==> config.mk <==
export PLATFORM = sky130hd
export DESIGN_NAME = axil_wr_slv_flat
export DESIGN_NICKNAME = d
export VERILOG_FILES = /design/src/rtl/axil_pkg.sv /design/src/rtl/axil_wr_slv_if.sv /design/src/rtl/axil_wr_slv_slot.sv /design/src/rtl/axil_wr_slv.sv /design/src/flat_wrapper.sv
export SDC_FILE = /design/constraint.sdc
export NUM_CORES = 1
export LEC_CHECK = 0
export ABC_AREA = 0
export BUFFER_PORTS_ARGS = -buffer_cell sky130_fd_sc_hd__buf_2
export CORE_MARGIN = 1.5
export CORE_UTILIZATION = 35
export CTS_CLUSTER_SIZE = 24
export DETAILED_ROUTE_END_ITERATION = 10
export MAX_ROUTING_LAYER = met4
export PLACE_DENSITY = 0.66
export SYNTH_ARGS = -nofsm -noshare
export SYNTH_HDL_FRONTEND = slang
export SYNTH_HIERARCHICAL = 1
export SYNTH_SLANG_ARGS = --single-unit
==> constraint.sdc <==
create_clock -name aclk -period 1.41 [get_ports aclk]
set_input_delay 0.141 -clock aclk [delete_from_list [all_inputs] [get_ports aclk]]
set_output_delay 0.141 -clock aclk [all_outputs]
set_load 0.01 [all_outputs]
==> src/rtl/axil_pkg.sv <==
// rtl/axil_pkg.sv - shared AXI4-Lite response codes and write-responder state encoding
//
// Purpose: constants and types shared by the AXI4-Lite write responder files.
// Ports:   none (package).
package axil_pkg;

   localparam logic [1:0] AXIL_RESP_OKAY   = 2'b00;
   localparam logic [1:0] AXIL_RESP_SLVERR = 2'b10;

   typedef enum logic [1:0] {
      IDLE  = 2'd0,
      WRITE = 2'd1,
      RESP  = 2'd2
   } axil_wr_slv_st_e;

endpackage

==> src/rtl/axil_wr_slv_if.sv <==
// rtl/axil_wr_slv_if.sv - AXI4-Lite write-channel bundle (AW, W, B)
//
// Purpose: groups the write address, write data and write response channels.
// Ports (as signals, directions seen from the slave):
//   i_awaddr/i_awprot/i_awvalid -> o_awready   write address channel
//   i_wdata/i_wstrb/i_wvalid    -> o_wready    write data channel
//   o_bresp/o_bvalid            <- i_bready    write response channel
// Modports: master drives the i_* signals, slave drives the o_* signals.
interface axil_wr_slv_if #(
   parameter int ADDR_WIDTH = 16,
   parameter int DATA_WIDTH = 64
);
   localparam int STRB_WIDTH = DATA_WIDTH / 8;

   logic [ADDR_WIDTH-1:0] i_awaddr;
   logic [2:0]            i_awprot;
   logic                  i_awvalid;
   logic                  o_awready;
   logic [DATA_WIDTH-1:0] i_wdata;
   logic [STRB_WIDTH-1:0] i_wstrb;
   logic                  i_wvalid;
   logic                  o_wready;
   logic [1:0]            o_bresp;
   logic                  o_bvalid;
   logic                  i_bready;

   modport master (
      output i_awaddr, i_awprot, i_awvalid, i_wdata, i_wstrb, i_wvalid, i_bready,
      input  o_awready, o_wready, o_bresp, o_bvalid
   );

   modport slave (
      input  i_awaddr, i_awprot, i_awvalid, i_wdata, i_wstrb, i_wvalid, i_bready,
      output o_awready, o_wready, o_bresp, o_bvalid
   );

endinterface

==> src/rtl/axil_wr_slv_slot.sv <==
// rtl/axil_wr_slv_slot.sv - one-entry holding register with registered ready
//
// Purpose: captures one beat of a valid/ready channel and holds it until cleared.
// Ports:
//   clk, rst     clock, synchronous active-high reset
//   en           clock enable; low freezes every register
//   in_valid     upstream valid
//   in_ready     upstream ready (registered)
//   in_data      upstream payload
//   accept       the owner will be able to take entries next cycle
//   clear        drop the held entry
//   full         entry held
//   data         held payload
module axil_wr_slv_slot #(
   parameter int WIDTH = 8
) (
   input  logic             clk,
   input  logic             rst,
   input  logic             en,
   input  logic             in_valid,
   output logic             in_ready,
   input  logic [WIDTH-1:0] in_data,
   input  logic             accept,
   input  logic             clear,
   output logic             full,
   output logic [WIDTH-1:0] data
);

   logic fire;
   logic full_nx;

   assign fire    = in_valid & in_ready;
   // clear and fire never coincide: in_ready is low whenever the owner clears.
   assign full_nx = clear ? 1'b0 : (fire | full);

   always_ff @(posedge clk) begin
      if (rst) begin
         full     <= 1'b0;
         in_ready <= 1'b0;
         data     <= '0;
      end else if (en) begin
         full <= full_nx;
         // Ready is looked ahead one cycle so it is a plain flop on the port.
         in_ready <= accept & ~full_nx;
         if (fire) begin
            data <= in_data;
         end
      end
   end

endmodule

==> src/rtl/axil_wr_slv.sv <==
// rtl/axil_wr_slv.sv - AXI4-Lite write responder driving a local memory write port
//
// Purpose: accepts AW and W independently, issues one local memory write,
//          returns a B response. One transaction in flight; AXI outputs registered.
// Optional feature: define AXIL_WR_SLV_ADDR_CHECK_EN to answer SLVERR (and
//          suppress the memory write) for out-of-range or misaligned addresses.
// Ports:
//   aclk, areset, aenable   clock, synchronous active-high reset, clock enable
//   s_axil                  AW/W/B channels (slave modport)
//   o_mem_wr_en             one-cycle local write strobe
//   o_mem_addr              word address (awaddr without byte-offset bits)
//   o_mem_data, o_mem_strb  write data and byte enables
module axil_wr_slv
   import axil_pkg::*;
#(
   parameter  int ADDR_WIDTH = 16,
   parameter  int DATA_WIDTH = 64,
   parameter  int MEM_BYTES  = 4096,
   localparam int STRB_WIDTH = DATA_WIDTH / 8,
   localparam int OFS        = $clog2(STRB_WIDTH),
   localparam int MEM_AW     = ADDR_WIDTH - OFS
) (
   input  logic                  aclk,
   input  logic                  areset,
   input  logic                  aenable,
   axil_wr_slv_if.slave          s_axil,
   output logic                  o_mem_wr_en,
   output logic [MEM_AW-1:0]     o_mem_addr,
   output logic [DATA_WIDTH-1:0] o_mem_data,
   output logic [STRB_WIDTH-1:0] o_mem_strb
);

   localparam logic [ADDR_WIDTH:0] MEM_LIMIT = (ADDR_WIDTH + 1)'(MEM_BYTES);

   axil_wr_slv_st_e st, st_nx;

   logic                             accept;
   logic                             clear;
   logic                             aw_full;
   logic                             w_full;
   logic [ADDR_WIDTH+2:0]            aw_slot;
   logic [DATA_WIDTH+STRB_WIDTH-1:0] w_slot;
   logic [ADDR_WIDTH-1:0]            aw_addr;
   logic [2:0]                       aw_prot;
   logic [DATA_WIDTH-1:0]            w_data;
   logic [STRB_WIDTH-1:0]            w_strb;
   logic                             addr_err;
   logic                             unused_slot;

   logic                  mem_wr_en_nx;
   logic [MEM_AW-1:0]     mem_addr_nx;
   logic [DATA_WIDTH-1:0] mem_data_nx;
   logic [STRB_WIDTH-1:0] mem_strb_nx;
   logic                  bvalid_nx;
   logic [1:0]            bresp_nx;

   axil_wr_slv_slot #(.WIDTH(ADDR_WIDTH + 3)) u_aw_slot (
      .clk      (aclk),
      .rst      (areset),
      .en       (aenable),
      .in_valid (s_axil.i_awvalid),
      .in_ready (s_axil.o_awready),
      .in_data  ({s_axil.i_awprot, s_axil.i_awaddr}),
      .accept   (accept),
      .clear    (clear),
      .full     (aw_full),
      .data     (aw_slot)
   );

   axil_wr_slv_slot #(.WIDTH(DATA_WIDTH + STRB_WIDTH)) u_w_slot (
      .clk      (aclk),
      .rst      (areset),
      .en       (aenable),
      .in_valid (s_axil.i_wvalid),
      .in_ready (s_axil.o_wready),
      .in_data  ({s_axil.i_wstrb, s_axil.i_wdata}),
      .accept   (accept),
      .clear    (clear),
      .full     (w_full),
      .data     (w_slot)
   );

   assign aw_addr = aw_slot[ADDR_WIDTH-1:0];
   assign aw_prot = aw_slot[ADDR_WIDTH+2:ADDR_WIDTH];
   assign w_data  = w_slot[DATA_WIDTH-1:0];
   assign w_strb  = w_slot[DATA_WIDTH+STRB_WIDTH-1:DATA_WIDTH];

`ifdef AXIL_WR_SLV_ADDR_CHECK_EN
   assign addr_err    = ({1'b0, aw_addr} >= MEM_LIMIT) || (aw_addr[OFS-1:0] != '0);
   assign unused_slot = &{1'b0, aw_prot};
`else
   // Without checking, byte-offset bits are simply dropped and upper bits pass through.
   assign addr_err    = 1'b0;
   assign unused_slot = &{1'b0, aw_prot, aw_addr[OFS-1:0], MEM_LIMIT};
`endif

   // Slots may load again only once the machine is heading back to IDLE.
   assign accept = (st_nx == IDLE);

   always_ff @(posedge aclk) begin
      if (areset) begin
         st              <= IDLE;
         o_mem_wr_en     <= 1'b0;
         o_mem_addr      <= '0;
         o_mem_data      <= '0;
         o_mem_strb      <= '0;
         s_axil.o_bvalid <= 1'b0;
         s_axil.o_bresp  <= AXIL_RESP_OKAY;
      end else if (aenable) begin
         st              <= st_nx;
         o_mem_wr_en     <= mem_wr_en_nx;
         o_mem_addr      <= mem_addr_nx;
         o_mem_data      <= mem_data_nx;
         o_mem_strb      <= mem_strb_nx;
         s_axil.o_bvalid <= bvalid_nx;
         s_axil.o_bresp  <= bresp_nx;
      end
   end

   always_comb begin
      st_nx        = st;
      clear        = 1'b0;
      mem_wr_en_nx = 1'b0;
      mem_addr_nx  = o_mem_addr;
      mem_data_nx  = o_mem_data;
      mem_strb_nx  = o_mem_strb;
      bvalid_nx    = s_axil.o_bvalid;
      bresp_nx     = s_axil.o_bresp;
      case (st)
         IDLE: begin
            if (aw_full && w_full) begin
               st_nx        = WRITE;
               mem_wr_en_nx = ~addr_err;
               mem_addr_nx  = aw_addr[ADDR_WIDTH-1:OFS];
               mem_data_nx  = w_data;
               mem_strb_nx  = w_strb;
            end
         end
         WRITE: begin
            st_nx     = RESP;
            bvalid_nx = 1'b1;
            bresp_nx  = addr_err ? AXIL_RESP_SLVERR : AXIL_RESP_OKAY;
         end
         RESP: begin
            if (s_axil.i_bready) begin
               st_nx     = IDLE;
               bvalid_nx = 1'b0;
               clear     = 1'b1;
            end
         end
         default: begin
            st_nx = IDLE;
         end
      endcase
   end

endmodule
==> src/flat_wrapper.sv <==
// flat-port wrapper written by rule: the top's interface ports become plain ports
module axil_wr_slv_flat import axil_pkg::*;
#(
   parameter  int ADDR_WIDTH = 16,
   parameter  int DATA_WIDTH = 64,
   parameter  int MEM_BYTES  = 4096,
   localparam int STRB_WIDTH = DATA_WIDTH / 8,
   localparam int OFS        = $clog2(STRB_WIDTH),
   localparam int MEM_AW     = ADDR_WIDTH - OFS
)
  (aclk, areset, aenable, o_mem_wr_en, o_mem_addr, o_mem_data, o_mem_strb, s_axil_i_awaddr, s_axil_i_awprot, s_axil_i_awvalid, s_axil_i_wdata, s_axil_i_wstrb, s_axil_i_wvalid, s_axil_i_bready, s_axil_o_awready, s_axil_o_wready, s_axil_o_bresp, s_axil_o_bvalid);
  axil_wr_slv_if #(.ADDR_WIDTH(ADDR_WIDTH), .DATA_WIDTH(DATA_WIDTH)) s_axil_i ();
  input  logic aclk;
  input  logic areset;
  input  logic aenable;
  output logic o_mem_wr_en;
  output logic [MEM_AW-1:0] o_mem_addr;
  output logic [DATA_WIDTH-1:0] o_mem_data;
  output logic [STRB_WIDTH-1:0] o_mem_strb;
  input wire logic [$bits(s_axil_i.i_awaddr)-1:0] s_axil_i_awaddr;
  input wire logic [$bits(s_axil_i.i_awprot)-1:0] s_axil_i_awprot;
  input wire logic [$bits(s_axil_i.i_awvalid)-1:0] s_axil_i_awvalid;
  input wire logic [$bits(s_axil_i.i_wdata)-1:0] s_axil_i_wdata;
  input wire logic [$bits(s_axil_i.i_wstrb)-1:0] s_axil_i_wstrb;
  input wire logic [$bits(s_axil_i.i_wvalid)-1:0] s_axil_i_wvalid;
  input wire logic [$bits(s_axil_i.i_bready)-1:0] s_axil_i_bready;
  output wire logic [$bits(s_axil_i.o_awready)-1:0] s_axil_o_awready;
  output wire logic [$bits(s_axil_i.o_wready)-1:0] s_axil_o_wready;
  output wire logic [$bits(s_axil_i.o_bresp)-1:0] s_axil_o_bresp;
  output wire logic [$bits(s_axil_i.o_bvalid)-1:0] s_axil_o_bvalid;
  assign s_axil_i.i_awaddr = s_axil_i_awaddr;
  assign s_axil_i.i_awprot = s_axil_i_awprot;
  assign s_axil_i.i_awvalid = s_axil_i_awvalid;
  assign s_axil_i.i_wdata = s_axil_i_wdata;
  assign s_axil_i.i_wstrb = s_axil_i_wstrb;
  assign s_axil_i.i_wvalid = s_axil_i_wvalid;
  assign s_axil_i.i_bready = s_axil_i_bready;
  assign s_axil_o_awready = s_axil_i.o_awready;
  assign s_axil_o_wready = s_axil_i.o_wready;
  assign s_axil_o_bresp = s_axil_i.o_bresp;
  assign s_axil_o_bvalid = s_axil_i.o_bvalid;
  axil_wr_slv #(.ADDR_WIDTH(ADDR_WIDTH), .DATA_WIDTH(DATA_WIDTH), .MEM_BYTES(MEM_BYTES)) u_core (.aclk(aclk), .areset(areset), .aenable(aenable), .s_axil(s_axil_i), .o_mem_wr_en(o_mem_wr_en), .o_mem_addr(o_mem_addr), .o_mem_data(o_mem_data), .o_mem_strb(o_mem_strb));
endmodule
==> results of run 1 <==
-- report_power, final --
group | switching [mW] | internal (mW) | total [mW]
registers | 0.0351 | 5.09 | 5.13
logic | 0.312 | 0.430 | 0.742
clock network | 1.89 | 2.32 | 4.21
-- final cells by class --
class                      count  area [um^2]
clock buffer                  25          475
clock inverter                 4         30.0
fill                        1886        10200
inverter                       1         3.75
multi-input combinational    550         3280
sequential                   178         3570
tap                          270          338
timing repair buffer         305         2310
-- final timing paths --
kind,slack (ns),cells after the start,end,from
setup reg to reg,0.02,6,u_core/o_mem_data[34],u_core/st[0]
hold / removal,0.06,4,u_core/st[1],s_axil_i_bready
hold reg to reg,0.45,2,u_core/u_w_slot/data[41],u_core/u_w_slot/data[41]
setup / recovery,0.02,6,u_core/o_mem_data[34],u_core/st[0]
-- placed cells by master (no fill, tap or decap), types with 2 or more instances in the layout --
master           n
nand2_1        174
a21oi_1         84
mux2i_1         84
conb_1           2
clkinvlp_4       4
dlygate4sd3_1   85
nand2b_1       172
nand4b_1         2
nor2_1           4
buf_12          11
dfxtp_1        176
clkbuf_1         6
a31oi_1          2
a21oi_2          9
a211oi_1         2
clkbuf_16       22
dfxtp_2          2
buf_2          178
buf_6            5
clkbuf_8         2
buf_4           20
-- timing repair --
item	CTS	global route
pin swaps	0	1
gates cloned	0	5
endpoints found under the hold margin	85	0
setup buffers	0	7
setup endpoints to repair	1	67
hold buffers	85	0
gates resized for setup	1	13
-- sequential cells by signal (all words and copies together) (netlist names), 2 cells and up --
signal and cells:
u_core/o_mem_addr 13, u_core/o_mem_data 64, u_core/o_mem_strb 8, u_core/st 2
u_core/u_aw_slot/data 13, u_core/u_w_slot/data 72
-- critical path, stage by stage (launching register included) --
cell and delay (ns):
dfxtp_2 0.32, nand2b_4 0.14, nor3_4 0.23, buf_6 0.14
buf_12 0.12, buf_12 0.14, mux2i_2 0.22
-- through the flow --
stage / total power [mW] / area [um^2]
floorplan: 5.56 / 7200
global placement: 5.79 / 8420
detailed placement: 5.79 / 8420
CTS: 10.2 / 9780
global route: 10.5 / 10000
finish: 10.1 / 10000
-- metal layers --
layer	GRT usage (%)	wire length (um)	vias to the layer above
met3	3.97	616	24
li1	-	-	3055
met1	20.2	8250	2668
met5	-	0	-
met4	6.01	372	0
met2	25.5	8290	117
==> impl_results.md, run 1 <==
* Placed cells at about 1.2k
* Crit share post-route at approximately 99%
* FMAX at 717 MHz
* Vias in the first global route at 5555
* Initial antenna violation count at 0
* ANT cells at 0
* Largest net degree at the start of global routing at 55
* Status: complete, no violations
* TritonCTS clock tree: built
* Critical path arrival at approximately 1.7 ns
* Critical Path Start Type: flip-flop
* CTS clk-pin slew, worst paths at 0.06 ns
* Tot GR Track Use at 16.3%
* Final RePlAce weighted congestion at a little under 0.8
* Total gr overflow at 0
* Maximum fanout along the worst path at 7
* Rows at 52
* Area Growth Syn to Fin at 39.0%
* Worst Path Required at approximately 1.7 ns
* HP Class: in -> reg
* Setup violators final at 0
* Die Y at 146 um
* Final nets at between 1k and 1.5k
* Pre-CTS WS at -0.00539 ns
* Synthesized area at approximately 7200 um^2
* Max Buffers Root-to-Sink at 2
* Post-route setup slack at 0.0154 ns
* DRT iter0 DRCs at between 200 and 250
* WL/cell at between 10 and 15 um
* Cells after Synth at about 790
* VDD IR-drop max at between 0.7 and 0.8 mV
* Die width at 146 um
* Minimum clock period at 1.39 ns
* Root Buffer Master: clkbuf_16
* Drt via density at 4.40
* WL final at between 15000 and 20000 um
* H-Tree Depth at 4
* Clock skew at 0.00430 ns
* Layout Utilization at between 40% and 50%
* Initial Util at 35.6%
* Post-DRT Antenna Nets at 0
* CTS sink cnt at 178
* Buffers on Ports at 179
* DR vias at 5864
* Total die area at ~21000 um^2
* Post-Layout Cell Count at between 1k and 1.5k
* Hold WS at 0.0647 ns
* CORE AREA at 20200 um^2
* Crit path kind: reg -> reg
* Global-route wire length before repair at 27500 um
* Leak pwr at 3.78 nW
* Initial DRT Pass Iterations at 4
* Final-report hold violation count at 0
* CP Capture Type: flip-flop
* Num CTS Buffers at 17
* Setup TNS at 0 ns
* Post-DP HPWL at ~11000 um
* Pwr per Cell Area at 1010 nW/um^2
* Max cap viols at 0
* DR DRC count at 0
* Fin. max-slew vios at 0
* RSZ-0062 raised after global routing: true
* Yosys warnings at 6
* Layout cell share with drive strength beyond 1 at 24.8%
* Mapped Avg Cell Area at 9.15 um^2
* Ports at 188
* Skew-Pair Late Insertion Delay at 0.41 ns
No activity file was read; power rests on OpenSTA's default activity.
==> run 2, diff against run 1 <==
Settings changed: CORE_MARGIN 1.5 to 2, CORE_UTILIZATION 35 to 52, PLACE_DENSITY 0.66 to 0.87.
==> impl_results.md, run 2 (synthesis gave the netlist of run 1 again) <==
* Sw frac at 22.8%
* Area Growth Syn to Fin at 37.2%
* DRT iter0 DRCs at 471
* Placed cells at 1110
* Num CTS Buffers at 17
* Status: complete, no violations
* Critical Path Start Type: flip-flop
* CTS clk-pin slew, worst paths at 0.07 ns
* Die width at 122 um
* Setup violators final at 0
* Buffers on Ports at 179
* CP peak stage delay at between 0.3 and 0.4 ns
* Total power at around 10 mW
* R2r startpoint: u_core/st[0]
* P_int at between 8 and 9 mW
* Top reg by flops: u_core/u_w_slot/data
* NetSw at 2.37 mW
* Worst Path Required at 1.76 ns
* Initial antenna violation count at 0
* ANT cells at 0
* Vias in the first global route at 6025
* WL/cell at 15.6 um
* Commonest non-fill, non-tap cells in the layout: 178 x buf_2, 176 x dfxtp_1, 174 x nand2_1
* TritonCTS clock tree: built
* Filler cells at 894
* Max cap viols at 0
* Fin. max-slew vios at 0
* Critical path arrival at 1.75 ns
* Met2 global-route usage at 44.9%
* Max Buffers Root-to-Sink at 2
* Logic pwr share at under 10%
* HP Class: in -> reg
* Root Buffer Master: clkbuf_16
* Post-route setup slack at 0.00759 ns
* Total die area at 14800 um^2
* Pre-CTS WS at 0.0274 ns
* Skew-Pair Late Insertion Delay at roughly 0.42 ns
* Final nets at between 1k and 1.5k
* FMAX at 713 MHz
* Post-Layout Cell Count at 1233
* Slowest CP cell: dfxtp_2
* Hold Path Origin: areset
* Layout cell share with drive strength beyond 1 at about 25%
* CP Capture Type: flip-flop
* Post-DRT Antenna Nets at 0
* CORE AREA at 13400 um^2
* Initial DRT Pass Iterations at 5
* Tot GR Track Use at 25.5%
* H-Tree Depth at 4
* CTS sink cnt at 178
* Minimum clock period at ~1.4 ns
* Layout Utilization at between 70% and 80%
* GRT busiest layer: met2
* Clock skew at 0.00913 ns
* Dpl cell area at 8260 um^2
* Pwr per Cell Area at 1060 nW/um^2
* Crit path kind: reg -> reg
* Initial Util at 53.7%
* Final RePlAce weighted congestion at 0.806
* Global-route wire length before repair at approximately 29000 um
* Rows at 42
* Leak pwr at 3.78 nW
* Reg power frac at 49.2%
* Setup TNS at 0 ns
* Design Area, Final at 9870 um^2
* CP Launch Point: u_core/st[0]
* Drt via density at a little over 5
* Maximum fanout along the worst path at 14
* Post-DP HPWL at 10000 um
* VDD IR-drop max at just under 0.9 mV
* Largest registers: u_core/u_w_slot/data: 72 flops, u_core/o_mem_data: 64 flops
* Met1 Usage GRT at 28.0%
* Largest net degree at the start of global routing at 62
* Ports at 188
* Grt met3 use at under 10%
* Hold WS at about 0.038 ns
* DR DRC count at 0
* WL final at just under 20000 um
* Worst-path cell chain: nand2b_4 > nor3_4 > buf_6 > clkbuf_16 > mux2i_1
* Total gr overflow at 0
* Max reg flops at 72
* Die Y at 122 um
* Crit share post-route at ~99%
* DR vias at 6213
* Commonest non-fill, non-tap cell in the layout: buf_2
* Clk network pwr share at 43.6%
* RSZ-0062 raised after global routing: true
* Final-report hold violation count at 0
## run 2: metal layers
metal / vias to the layer above / share of wire [%]
met4: 0 / 3.4
met5: - / 0
li1: 3045 / -
met1: 2902 / 41
met3: 55 / 4.8
met2: 211 / 51
## run 2: worst paths after layout
path	end	slack [ns]	cells past startpoint
max	u_core/o_mem_data[0]	0.008	5
min	u_core/u_aw_slot/data[11]	0.04	2
min reg2reg	u_core/u_w_slot/data[17]	0.45	2
max reg2reg	u_core/o_mem_data[0]	0.008	5
## run 2: power by group through the flow
stage          clock [mW]  combinational (mW)  sequential [mW]
2_1_floorplan           0               0.322             5.24
3_3_place_gp            0               0.530             5.24
3_5_place_dp            0               0.537             5.24
4_1_cts              4.60               0.720             5.13
5_1_grt              4.84               0.809             5.13
6_report             4.54               0.753             5.13
## run 2: area by class of cell
| class | count | area, um^2 | area share, % |
|---|---|---|---|
| Clock inverter | 12 | 105 | 1.06 |
| Inverter | 1 | 3.75 | 0.0380 |
| Multi-Input combinational cell | 550 | 3290 | 33.4 |
| Tap cell | 176 | 220 | 2.23 |
| Sequential cell | 178 | 3570 | 36.1 |
| Timing Repair Buffer | 296 | 2230 | 22.6 |
| Clock buffer | 20 | 457 | 4.62 |
## run 2: critical path, delay by kind of cell (launching register included)
family / cells / cell delay, ns
buffers and inverters: 2 / 0.40
and+or+nand+nor: 2 / 0.39
DFF: 1 / 0.32
muxes: 1 / 0.21
## run 2: repair_timing
action | in CTS | in global routing
gates cloned | 0 | 5
setup endpoints to repair | 1 | 54
setup buffers | 0 | 1
gates resized for setup | 1 | 19
hold buffers | 85 | 0
hold endpoints to repair | 85 | 0
pin swaps | 0 | 1
